File: src/rtl/key_input_conditioner_pkg.sv
// rtl/key_input_conditioner_pkg.sv - shared key indices, digit limit and debounce state encoding
//
// Purpose: constants and helpers shared by key_debounce and key_input_conditioner.
// Contents:
//   KEY_UP..KEY_SETUP  bit positions of each button in key_raw / key_level
//   DIGIT_MAX          largest decimal digit presented on A
//   db_state_t         per-key debounce FSM state encoding
//   digit_step()       wrapping up/down step of the decimal digit
package key_input_conditioner_pkg;

  localparam int KEY_UP      = 0;
  localparam int KEY_DOWN    = 1;
  localparam int KEY_CONFIRM = 2;
  localparam int KEY_SURE    = 3;
  localparam int KEY_FIRE    = 4;
  localparam int KEY_READY   = 5;
  localparam int KEY_WAIT    = 6;
  localparam int KEY_SETUP   = 7;

  localparam logic [3:0] DIGIT_MAX = 4'd9;

  typedef enum logic [1:0] {
    IDLE_LOW  = 2'b00,
    CHK_HIGH  = 2'b01,
    IDLE_HIGH = 2'b10,
    CHK_LOW   = 2'b11
  } db_state_t;

  // Opposing steps in the same cycle cancel; out-of-range values snap back into 0..9.
  function automatic logic [3:0] digit_step(input logic [3:0] a, input logic up, input logic dn);
    logic [3:0] r;
    r = a;
    if (up && !dn) begin
      r = (a >= DIGIT_MAX) ? 4'd0 : a + 4'd1;
    end else if (dn && !up) begin
      r = (a == 4'd0 || a > DIGIT_MAX) ? DIGIT_MAX : a - 4'd1;
    end
    return r;
  endfunction

endpackage

File: src/rtl/key_input_conditioner_debounce.sv
// rtl/key_input_conditioner_debounce.sv - per-key synchroniser, debounce FSM and rising-edge pulse
//
// Purpose: turns one asynchronous button level into a debounced level and a
// one-cycle pulse on each debounced press.
// Ports:
//   clk, rst   clock and synchronous active-high reset
//   key_raw    raw asynchronous button level
//   level      debounced level
//   rise       combinational rising edge of level (one cycle ahead of pulse)
//   pulse      registered one-cycle press pulse
module key_debounce
  import key_input_conditioner_pkg::*;
#(
  parameter logic [19:0] DB_CNT_MAX = 20'd1_000_000
) (
  input  logic clk,
  input  logic rst,
  input  logic key_raw,
  output logic level,
  output logic rise,
  output logic pulse
);

  logic        sync1;
  logic        s;
  logic        level_q;
  logic [19:0] cnt;
  logic        expire;
  db_state_t   state;

  assign expire = (cnt == DB_CNT_MAX - 20'd1);
  assign level  = (state == IDLE_HIGH) || (state == CHK_LOW);
  assign rise   = level & ~level_q;

  always_ff @(posedge clk) begin
    if (rst) begin
      sync1   <= 1'b0;
      s       <= 1'b0;
      level_q <= 1'b0;
      pulse   <= 1'b0;
      cnt     <= '0;
      state   <= IDLE_LOW;
    end else begin
      sync1   <= key_raw;
      s       <= sync1;
      level_q <= level;
      pulse   <= rise;
      // The counter counts consecutive cycles of s disagreeing with level;
      // IDLE states also accept on the first mismatch when DB_CNT_MAX is 1.
      case (state)
        IDLE_LOW: begin
          if (s) begin
            if (expire) begin
              state <= IDLE_HIGH;
              cnt   <= '0;
            end else begin
              state <= CHK_HIGH;
              cnt   <= cnt + 20'd1;
            end
          end
        end
        CHK_HIGH: begin
          if (!s) begin
            state <= IDLE_LOW;
            cnt   <= '0;
          end else if (expire) begin
            state <= IDLE_HIGH;
            cnt   <= '0;
          end else begin
            cnt <= cnt + 20'd1;
          end
        end
        IDLE_HIGH: begin
          if (!s) begin
            if (expire) begin
              state <= IDLE_LOW;
              cnt   <= '0;
            end else begin
              state <= CHK_LOW;
              cnt   <= cnt + 20'd1;
            end
          end
        end
        CHK_LOW: begin
          if (s) begin
            state <= IDLE_HIGH;
            cnt   <= '0;
          end else if (expire) begin
            state <= IDLE_LOW;
            cnt   <= '0;
          end else begin
            cnt <= cnt + 20'd1;
          end
        end
        default: begin
          state <= IDLE_LOW;
          cnt   <= '0;
        end
      endcase
    end
  end

endmodule

File: src/rtl/key_input_conditioner.sv
// rtl/key_input_conditioner.sv - debounced push-button front end producing command pulses and digit A
//
// Purpose: debounces eight buttons, emits one-cycle command pulses and keeps
// the decimal digit under entry. Optional auto-repeat of up/down while held is
// enabled by defining KEY_AUTOREPEAT_EN.
// Ports:
//   clk, rst                                   clock, synchronous active-high reset
//   key_raw[7:0]                               raw buttons (up, down, confirm, sure, fire, ready, wait_t, setup)
//   A[3:0]                                     current digit 0..9
//   confirm, sure, fire, ready, wait_t, setup  one-cycle command pulses
//   key_level[7:0]                             debounced levels
module key_input_conditioner
  import key_input_conditioner_pkg::*;
#(
  parameter logic [19:0] DB_CNT_MAX = 20'd1_000_000
`ifdef KEY_AUTOREPEAT_EN
  ,
  parameter logic [25:0] REP_DELAY  = 26'd25_000_000,
  parameter logic [25:0] REP_PERIOD = 26'd5_000_000
`endif
) (
  input  logic       clk,
  input  logic       rst,
  input  logic [7:0] key_raw,
  output logic [3:0] A,
  output logic       confirm,
  output logic       sure,
  output logic       fire,
  output logic       ready,
  output logic       wait_t,
  output logic       setup,
  output logic [7:0] key_level
);

  localparam logic [7:0] CLR_MASK = (8'd1 << KEY_WAIT) | (8'd1 << KEY_SETUP);

  logic [7:0] level;
  logic [7:0] rise;
  logic [7:0] pulse;
  logic       up_step;
  logic       dn_step;
  logic       clr;

  for (genvar g = 0; g < 8; g++) begin : g_key
    key_debounce #(
      .DB_CNT_MAX(DB_CNT_MAX)
    ) u_debounce (
      .clk    (clk),
      .rst    (rst),
      .key_raw(key_raw[g]),
      .level  (level[g]),
      .rise   (rise[g]),
      .pulse  (pulse[g])
    );
  end

`ifdef KEY_AUTOREPEAT_EN
  logic [25:0] hold_cnt;
  logic        rep_step;
  logic        rep_up;
  logic        up_q;
  logic        dn_q;
  logic        excl;
  logic        swap;

  assign excl = level[KEY_UP] ^ level[KEY_DOWN];
  // Both levels flipping while still exclusive means a direct up<->down swap:
  // restart the hold as a fresh press of the other key.
  assign swap = (level[KEY_UP] != up_q) && (level[KEY_DOWN] != dn_q);

  always_ff @(posedge clk) begin
    if (rst) begin
      hold_cnt <= '0;
      rep_step <= 1'b0;
      rep_up   <= 1'b0;
      up_q     <= 1'b0;
      dn_q     <= 1'b0;
    end else begin
      up_q   <= level[KEY_UP];
      dn_q   <= level[KEY_DOWN];
      rep_up <= level[KEY_UP];
      if (!excl) begin
        hold_cnt <= '0;
        rep_step <= 1'b0;
      end else if (swap) begin
        hold_cnt <= 26'd1;
        rep_step <= 1'b0;
      end else if (hold_cnt == REP_DELAY) begin
        // Reload so the next match is exactly REP_PERIOD cycles away.
        hold_cnt <= REP_DELAY - REP_PERIOD + 26'd1;
        rep_step <= 1'b1;
      end else begin
        hold_cnt <= hold_cnt + 26'd1;
        rep_step <= 1'b0;
      end
    end
  end

  assign up_step = pulse[KEY_UP]   | (rep_step & rep_up);
  assign dn_step = pulse[KEY_DOWN] | (rep_step & ~rep_up);
`else
  assign up_step = pulse[KEY_UP];
  assign dn_step = pulse[KEY_DOWN];
`endif

  // Clearing on the rise makes A read 0 in the same cycle as the wait_t/setup
  // pulse; clearing again on the pulse discards any step landing in that cycle.
  assign clr = (|(rise & CLR_MASK)) | (|(pulse & CLR_MASK));

  always_ff @(posedge clk) begin
    if (rst) begin
      A <= 4'd0;
    end else if (clr) begin
      A <= 4'd0;
    end else begin
      A <= digit_step(A, up_step, dn_step);
    end
  end

  assign confirm   = pulse[KEY_CONFIRM];
  assign sure      = pulse[KEY_SURE];
  assign fire      = pulse[KEY_FIRE];
  assign ready     = pulse[KEY_READY];
  assign wait_t    = pulse[KEY_WAIT];
  assign setup     = pulse[KEY_SETUP];
  assign key_level = level;

endmodule
File: config.mk
export PLATFORM = sky130hd
export DESIGN_NAME = key_input_conditioner
export DESIGN_NICKNAME = d
export VERILOG_FILES = /design/src/rtl/key_input_conditioner_pkg.sv /design/src/rtl/key_input_conditioner_debounce.sv /design/src/rtl/key_input_conditioner.sv
export SDC_FILE = /design/constraint.sdc
export NUM_CORES = 1
export LEC_CHECK = 0
export BUFFER_PORTS_ARGS = -buffer_cell sky130_fd_sc_hd__buf_2
export CORE_MARGIN = 2
export CORE_UTILIZATION = 56
export DETAILED_ROUTE_END_ITERATION = 6
export HOLD_SLACK_MARGIN = 0.02
export PLACE_DENSITY = 0.72
export SETUP_SLACK_MARGIN = 0.3
export SYNTH_ARGS = -nofsm -noshare
export SYNTH_HDL_FRONTEND = slang
export SYNTH_SLANG_ARGS = --single-unit
File: constraint.sdc
create_clock -name clk -period 1.8 [get_ports clk]
set_input_delay 0.36 -clock clk [delete_from_list [all_inputs] [get_ports clk]]
set_output_delay 0.36 -clock clk [all_outputs]
set_load 0.005 [all_outputs]
* Word level (Yosys, flattened, before mapping)
Index checks and enable logic that the tools add are counted.
Widths: inputs -> output; s select.
** Storage, ports and cells
- Register bits :: 212
- Output and inout port bits :: 18
** Cells by class
- Add/subtract/negate cells :: 10
- Magnitude comparators :: 2
- Equality and inequality tests :: 64
- Mux-type cells :: 124
- Bitwise operators :: 17
- Reduce and logical (&&, ||, !) cells :: 42
** Operators with widths (number)
- $mux 20 :: 40
- $pmux 20 s4 :: 8
- $add 20x1->20 const B :: 8
- $eq 20x20->1 const B :: 8
- $mux 2 :: 64
- $pmux 2 s4 :: 8
- $eq 2x2->1 const B :: 16
- $reduce_and 4->1 :: 8
- $ne 3x1->1 const B :: 8
- $ne 3x3->1 const B :: 8
- $eq 2x1->1 const B :: 8
- $logic_not 2->1 :: 8
- $mux 4 :: 4
- $ne 2x1->1 const B :: 8
- $ne 2x2->1 const B :: 8
- $reduce_and 2->1 :: 8
- $logic_or 1x1->1 :: 9
- $and 1x1->1 :: 8
- $not 1->1 :: 8
- $reduce_or 2->1 :: 3
- $add 4x1->4 const B :: 1
- $ge 4x4->1 const B :: 1
- $gt 4x4->1 const B :: 1
- $logic_not 4->1 :: 1
- 5 further kinds :: 7

* Longest topological paths before layout
Gate-level depths: netlist of the first run.
- Word-level depth :: 6
- Depth in mapped cells :: 8
- Depth with buffers taken out :: 7

* Modules after synthesis
Synthesis of the first run repeated with hierarchy kept, for this count alone.
** Unflattened totals
- Cell total of the unflattened synthesis :: 1220
- Area, all modules :: 10709.0 sq um
** Modules (own cells, without submodules)
- key_debounce (g_key[0].u_debounce ...) :: instances 7, cells each 146, area each 1285.0 sq um, sequential area each 520.5 sq um
- key_debounce (g_key[7].u_debounce) :: instances 1, cells each 144, area each 1278.7 sq um, sequential area each 520.5 sq um
- key_input_conditioner :: instances 1, cells each 54, area each 435.4 sq um, sequential area each 80.1 sq um

* Worst setup path before layout of the first run
Ideal clock, no wire load.
- Kind :: reg-to-reg
- Start :: register g_key[0].u_debounce.cnt[0]
- End :: register g_key[0].u_debounce.cnt[18]
- Data arrival time :: 1.900 ns
- Required time :: 1.685 ns
- Slack :: -0.214 ns
- Stages on the path, launching flop included :: 9
- Buffers on the path :: 2
- Period minus slack after synthesis :: 2.014 ns
- Path through :: dfxtp_1 ha_1 and3_4 nand3_4 or4_1 buf_2 o21ai_4 buf_6 nor2_1
** On the way
- Word-level cells in the longest chain between the ends :: 4
- Elaborated cells between the ends (all ways) :: 8
** RTL lines
- start: declaration :: line key_input_conditioner_debounce.sv:27 : logic [19:0] cnt;
- start signal: assignment :: line key_input_conditioner_debounce.sv:58 : cnt <= cnt + 20'd1;
- start signal: assignment :: line key_input_conditioner_debounce.sv:70 : cnt <= cnt + 20'd1;
- start signal: assignment :: line key_input_conditioner_debounce.sv:80 : cnt <= cnt + 20'd1;
- $add 20x1->20 / $eq 20x20->1 (equally long branches)
- $mux 20 *
- $mux 20, on equally long branches
- $pmux 20 s4 * :: line key_input_conditioner_debounce.sv:50 : case (state)
Mark *: on every way between the ends. The rest lies on a longest branch, timed or not. The select of a mux whose other input is x is not followed.
A chain may end at the register's enable or synchronous reset.

* Worst setup path after layout of the first run
- Start :: register g_key[0].u_debounce.cnt[0]
- End :: register g_key[0].u_debounce.cnt[13]
The elaborated chain is that of the path after synthesis.

==> results of run 1 <==
-- synthesized netlist by cell type (5+ instances only) --
library cell	instances
ha_1	13
buf_4	12
nor3_1	43
dfxtp_1	212
nor2b_1	30
nand3_1	68
a22o_1	10
xor2_1	50
a211oi_1	8
or4_1	7
a41oi_1	5
o21ai_0	25
mux2i_1	20
nand2_1	85
a21oi_1	52
nor2_1	153
buf_2	8
and2_1	12
a31oi_1	20
xnor2_1	56
nand3b_1	13
inv_1	27
clkbuf_1	26
a21o_1	10
a22oi_1	5
nor4_2	5
nand4b_1	5
nor4_1	17
nor4bb_1	5
nor4b_1	9
nand4_1	36
and4_1	11
nand2b_1	12
and3_1	24
-- critical path, delay by kind of cell (launching register included) --
kind / cells / cell delay, ns
adder cells (fa/ha/maj): 1 / 0.13
AO/OA/AOI/OAI: 1 / 0.17
flip-flops: 1 / 0.36
buffers and inverters: 1 / 0.18
AND/OR/NAND/NOR: 4 / 0.86
-- worst paths after layout --
check                                                   end  cells after the start                        start
worst min-delay path              g_key[7].u_debounce.sync1                      2                   key_raw[7]
worst max-delay path            g_key[0].u_debounce.cnt[13]                      7   g_key[0].u_debounce.cnt[0]
worst max register to register  g_key[0].u_debounce.cnt[13]                      7   g_key[0].u_debounce.cnt[0]
worst min register to register    g_key[1].u_debounce.pulse                      1  g_key[1].u_debounce.level_q
-- through the flow --
step / setup slack (ns) / TNS, ns / instance area [sq um] / util, %
after floorplan: -0.09186 / -0.9185 / 10490 / -
after global placement: 0.02517 / 0 / 11490 / 65.96
after detailed placement: 0.002675 / 0 / 11490 / 65.96
after CTS: 0.006261 / 0 / 13300 / 76.37
after global routing: -0.03954 / -0.5072 / 14300 / 82.13
final: 0.001912 / 0 / 14300 / 82.13
-- repair_timing --
action	CTS	global route
setup endpoints to repair	165	178
pin swaps	73	96
resized for setup	165	206
gates cloned	4	3
setup buffers	49	16
-- layer usage --
layer | vias to the layer above | wire length [microns] | track usage [%] | share of wire (%)
li1 | 4483 | - | - | -
met3 | 59 | 975 | 3.716 | 3.6
met2 | 215 | 13750 | 44.36 | 51
met1 | 4480 | 11450 | 32.18 | 43
met4 | 0 | 668 | 7.029 | 2.5
met5 | - | 0 | 0 | 0
-- placed cells by master (no fill, tap or decap), types with 29 or more instances in the layout --
cell type,synthesis,layout
dfxtp_1,212,136
buf_4,12,136
nor2_1,153,101
nand2_1,85,79
nand3_1,68,58
xnor2_1,56,51
xor2_1,50,47
dfxtp_2,0,45
buf_6,1,37
nand4_1,36,36
dfxtp_4,0,31
a21oi_2,0,30
nor3_1,43,30
nor2b_1,30,30
nor2_2,1,29
-- state kept, by name (all words and copies together), names as in the netlist --
name,count
g_key.u_debounce.level_q,8
g_key.u_debounce.sync1,8
g_key.u_debounce.state,16
g_key.u_debounce.s,8
g_key.u_debounce.cnt,160
A,4
g_key.u_debounce.pulse,8
-- cell families (layout without fill, tap and decap cells) --
logic type,after synthesis,count (layout),share of synthesized area (%)
and+or+nand+nor,554,554,29.19
DFF,212,212,42.38
AOI/OAI and AO/OA,170,170,11.76
xor gates and xnor gates,107,107,9.433
buffers and inverters,80,281,3.623
muxes,20,20,1.999
adders and majority gates,13,13,1.624
-- area by class of cell --
| class | count | area (sq um) | area share [%] |
|---|---|---|---|
| tap | 225 | 281.5 | 1.968 |
| clock buffer | 30 | 621.8 | 4.347 |
| clock inverter | 10 | 96.34 | 0.6735 |
| inverter | 29 | 120.1 | 0.8397 |
| sequential | 212 | 4417 | 30.88 |
| timing repair buffer | 212 | 1861 | 13.01 |
| multi-input combinational | 864 | 6907 | 48.29 |
-- where the power goes --
part / total (mW) / internal, mW / switching [mW]
combinational: 0.581 / 0.256 / 0.325
clock: 4.56 / 2.70 / 1.85
sequential: 4.72 / 4.69 / 0.0324
==> metrics.txt, run 1 <==
synth warn=0; sequential element share of the synthesized area=42.38%; Mapped Nets=1179; final setup violating endpoints=0; Placer Congestion=0.8608; placed cell count=1470; Crit. End Element=flop; slew of the pin with the lowest slew margin=0.5075 ns; antenna viol nets, final=0; final WL=26840 microns; CTS root buf=clkbuf_16; drt pass-1 iters=5; Post-synth EDFFs=0; Slew Viols, Final=0; Core Box Area=0.01742 sq mm; leading area contributor after synthesis=dfxtp_1; Syn Inst Count=1156; Hold Slack=0.06237 ns; Startpoint Class=flop; first-pass GRT wire length=39590 microns; gr ovfl total=0; worst skew pair latency=0.51 ns; Total Nets Final=1365; vias in the first global route=8447; Crit path largest cell delay=0.54 ns; WS Path Type=flop to flop; hold bufs inserted after CTS=0; Worst Path Required=2.18 ns; worst min-delay path category=primary input to flop; CTS Buf Count=23; HPWL Detailed=15370 microns; # Max-Cap Violations=0; Pwr Total=9.857 mW; clock sinks=212; crit path DAT=2.18 ns; crit-path max FO=7; Hold Violations, Final=0; leakage power=5.137 nW; Post-route DRC=0; full die area=0.01897 sq mm; P&R area growth vs syn=42.83%; status=complete, no violations; crit share post-route=99.89%; boundary pin count=28; Non-Filler Instances=1582; min cycle time layout=1.798 ns; library cells used by synthesis=68; antenna violations before repair=0; WL per Instance=16.96 microns; VDD IR-drop max=0.7327 mV; CTS tree=yes; Post-Syn Area=0.01001 sq mm; Area contributors post-synth=dfxtp_1 42%, nor2_1 5.7%, xnor2_1 4.9%; FP Rows=48; RSZ-0062 raised after global routing=yes; P per Cell Area=689.1 mW/mm^2; Via density=5.839; Primary FF master, synth=dfxtp_1; Clock Path Buffers=3; largest net degree at the start of global routing=28; post-synthesis async set-or-reset flop share=0%; Clock Skew=0.01030 ns; port bufs=27; DR vias=9237; slew margin rel.=65.94%; Overall Global Routing Usage=25.21%; Clock Pin Slew Worst Setup and Hold Paths=0.06 ns; syn_area_per_cell=8.663 sq um; critical path, cell by cell=ha_4 > and3_4 > nand3_4 > or4_4 > o21ai_4 > buf_6 > nor2_2; Yosys reg bits=212; R2R Setup Slk=0.002 ns; Die Wd=137.7 microns; top-area cell type share of the netlist area=42.38%; chip height=137.7 microns; Initial Utilization=57.50%; ANT cells=0; First DRT Iteration DRCs=526; maximum clock frequency=556.1 MHz; share of layout cells above drive strength 1=42.23%; Max H-tree Level=1; Fillers=999; Max stage delay cell, worst path=or4_4
No activity file was read; power rests on OpenSTA's default activity.
==> run 2: changes to the inputs <==
Settings changed: CORE_UTILIZATION 56 to 45, PLACE_DENSITY 0.72 to 0.59.
==> run 2 against run 1 <==
The flow now finishes with violations (setup timing). Fmax down 1.4%. Register-to-register slack got worse by 0.02 ns. Worst hold slack lost 0.0084 ns. Global-route usage is 5.7 points lower. Routed wire length decreased by 8.0%. Setup slack lost 0.025 ns. Sequential power hardly changed. Highest routed layer unchanged.
==> metrics.txt, run 2 (synthesis results as in run 1) <==
worst slack at placement=0.0001575 ns (was 0.002675 ns); gr ovfl total=0 (unchanged); P per Cell Area=688.8 mW/mm^2 (was 689.1 mW/mm^2); RR Endpoint=g_key[0].u_debounce.cnt[1] (was g_key[0].u_debounce.cnt[13]); RSZ-0062 raised after global routing=yes (unchanged); first-pass GRT wire length=39580 microns (was 39590 microns); HPWL Detailed=15520 microns (was 15370 microns); Worst Reg-to-Reg Cells=7 (unchanged); status=complete, but fails checks (was complete, no violations); Slew Viols, Final=0 (unchanged); First DRT Iteration DRCs=424 (was 526); WS Path Type=flop to flop (unchanged); DR vias=8903 (was 9237); r2r startpoint=g_key[0].u_debounce.cnt[1] (was g_key[0].u_debounce.cnt[0]); placed cell count=1534 (was 1470); Crit. End Element=flop (unchanged); commonest non-fill, non-tap cell in the layout=buf_4; R2R Setup Slk=-0.02 ns (was 0.002 ns); ANT cells=0 (unchanged); Clock Pin Slew Worst Setup and Hold Paths=0.06 ns (about the same); crit-path max FO=5 (was 7); leakage power=5.214 nW (was 5.137 nW); share of layout cells above drive strength 1=42.67% (was 42.23%); Die Wd=153.2 microns (was 137.7 microns); Total Nets Final=1385 (was 1365); clock sinks=212 (unchanged); Largest Register=g_key.u_debounce.cnt (unchanged); boundary pin count=28 (unchanged); antenna viol nets, final=0 (unchanged); final instance area=0.01451 sq mm (was 0.01430 sq mm); chip height=153.2 microns (was 137.7 microns); post-route setup slack=-0.02297 ns (was 0.001912 ns); Max H-tree Level=1 (unchanged); worst min-delay path category=primary input to flop (unchanged); slew margin rel.=65.43% (was 65.94%); Worst Path Required=2.20 ns (was 2.18 ns); FP Rows=54 (was 48); Initial Utilization=45.89% (was 57.50%); Via density=5.370 (was 5.839); CTS root buf=clkbuf_16 (unchanged); Post-route DRC=0 (unchanged); drt pass-1 iters=4 (was 5); CTS Buf Count=24 (was 23); dpl cell area=0.01162 sq mm (was 0.01149 sq mm); final setup violating endpoints=1 (was 0); crit share post-route=101.3% (was 99.89%); CTS tree=yes (unchanged); crit path from=g_key[0].u_debounce.cnt[1] (was g_key[0].u_debounce.cnt[0]); WL per Instance=14.89 microns (was 16.96 microns); crit path DAT=2.22 ns (was 2.18 ns); commonest non-fill, non-tap cells in the layout=149 x buf_4, 130 x dfxtp_1, 120 x nor2_1 (was 136 x dfxtp_1, 136 x buf_4, 101 x nor2_1); Core Box Area=0.02182 sq mm (was 0.01742 sq mm); routed wl met2=11720 microns (was 13750 microns); worst skew pair latency=0.51 ns (about the same); Hold Violations, Final=0 (unchanged); min cycle time layout=1.823 ns (was 1.798 ns); final WL=24690 microns (was 26840 microns); Pwr Total=9.992 mW (was 9.857 mW); antenna violations before repair=0 (unchanged); VDD IR-drop max=0.5504 mV (was 0.7327 mV); number of flip-flops in the largest register=160 (unchanged); highest metal used=met4 (unchanged); Largest regs=g_key.u_debounce.cnt: 160 flops, g_key.u_debounce.state: 16 flops (unchanged); hold bufs inserted after CTS=0 (unchanged); slew of the pin with the lowest slew margin=0.5166 ns (was 0.5075 ns); Non-Filler Instances=1658 (was 1582); P&R area growth vs syn=44.85% (was 42.83%); vias in the first global route=8308 (was 8447); failing checks=setup timing; DR WL met3=631 microns (was 975 microns); Overall Global Routing Usage=19.48% (was 25.21%); Hold Slack=0.05397 ns (was 0.06237 ns); wl on met1=11770 microns (was 11450 microns); Startpoint Class=flop (unchanged); Critical Path End=g_key[0].u_debounce.cnt[1] (was g_key[0].u_debounce.cnt[13]); largest net degree at the start of global routing=29 (was 28); # Max-Cap Violations=0 (unchanged); full die area=0.02346 sq mm (was 0.01897 sq mm); Clock Path Buffers=3 (unchanged); maximum clock frequency=548.6 MHz (was 556.1 MHz); Placer Congestion=0.8500 (was 0.8608); port bufs=27 (unchanged); Clock Skew=0.008256 ns (was 0.01030 ns)
run 2: cell count changes in the layout (fill, tap and decap cells not counted), moves of 4 or more:
cell,before,now
a21oi_1,19,12
a21oi_2,30,34
buf_4,136,149
buf_6,37,47
dfxtp_1,136,130
dfxtp_2,45,51
nor2_1,101,120
nor2_2,29,8
run 2: worst min path at each step:
stage	cells past startpoint	slack [ns]	to	start
final	2	0.05	g_key[3].u_debounce.sync1	key_raw[3]
after global routing	2	0.05	g_key[0].u_debounce.sync1	key_raw[0]
after CTS	2	0.03	g_key[3].u_debounce.sync1	key_raw[3]
after detailed placement	1	0.37	g_key[2].u_debounce.pulse	g_key[2].u_debounce.level_q
after global placement	1	0.37	g_key[4].u_debounce.pulse	g_key[4].u_debounce.level_q
after floorplan	1	0.37	g_key[0].u_debounce.pulse	g_key[0].u_debounce.level_q
run 2: routing by layer:
metal  up-vias  GRT usage [%]
met4         0          5.247
li1       4524              -
met5         -              0
met3        45          2.410
met2       124          32.14
met1      4210          27.01
run 2: final cells by class:
type                       count  area, sq um
fill                        1744         7317
multi-input combinational    864         6855
sequential                   212         4424
timing repair buffer         231         1996
clock buffer                  37        710.7
tap                          280        350.3
inverter                      29        120.1
clock inverter                 5        50.05
run 2: repair_timing:
item                       CTS  global route
setup endpoints to repair  171           182
pin swaps                   76            85
cloned                       4             0
resized for setup          162           212
setup buffers               48            30
run 2: power by group:
part / internal (mW) / switching [mW]
logic: 0.245 / 0.309
registers: 4.69 / 0.0348
clock network: 2.84 / 1.87
total: 7.77 / 2.22
run 2: worst max-delay path, stage by stage, from the launching register on:
cell     delay, ns
dfxtp_4       0.35
ha_4          0.13
and3_4        0.20
nand3_4       0.09
or4_4         0.55
buf_6         0.16
a32oi_1       0.18
nor2_1        0.05
run 2: stage by stage:
step | utilization, % | setup TNS [ns]
after floorplan | - | -0.9185
after global placement | 53.26 | -0.006173
after detailed placement | 53.26 | 0
after CTS | 61.50 | -0.02083
after global routing | 66.47 | -1.705
final | 66.47 | -0.02297
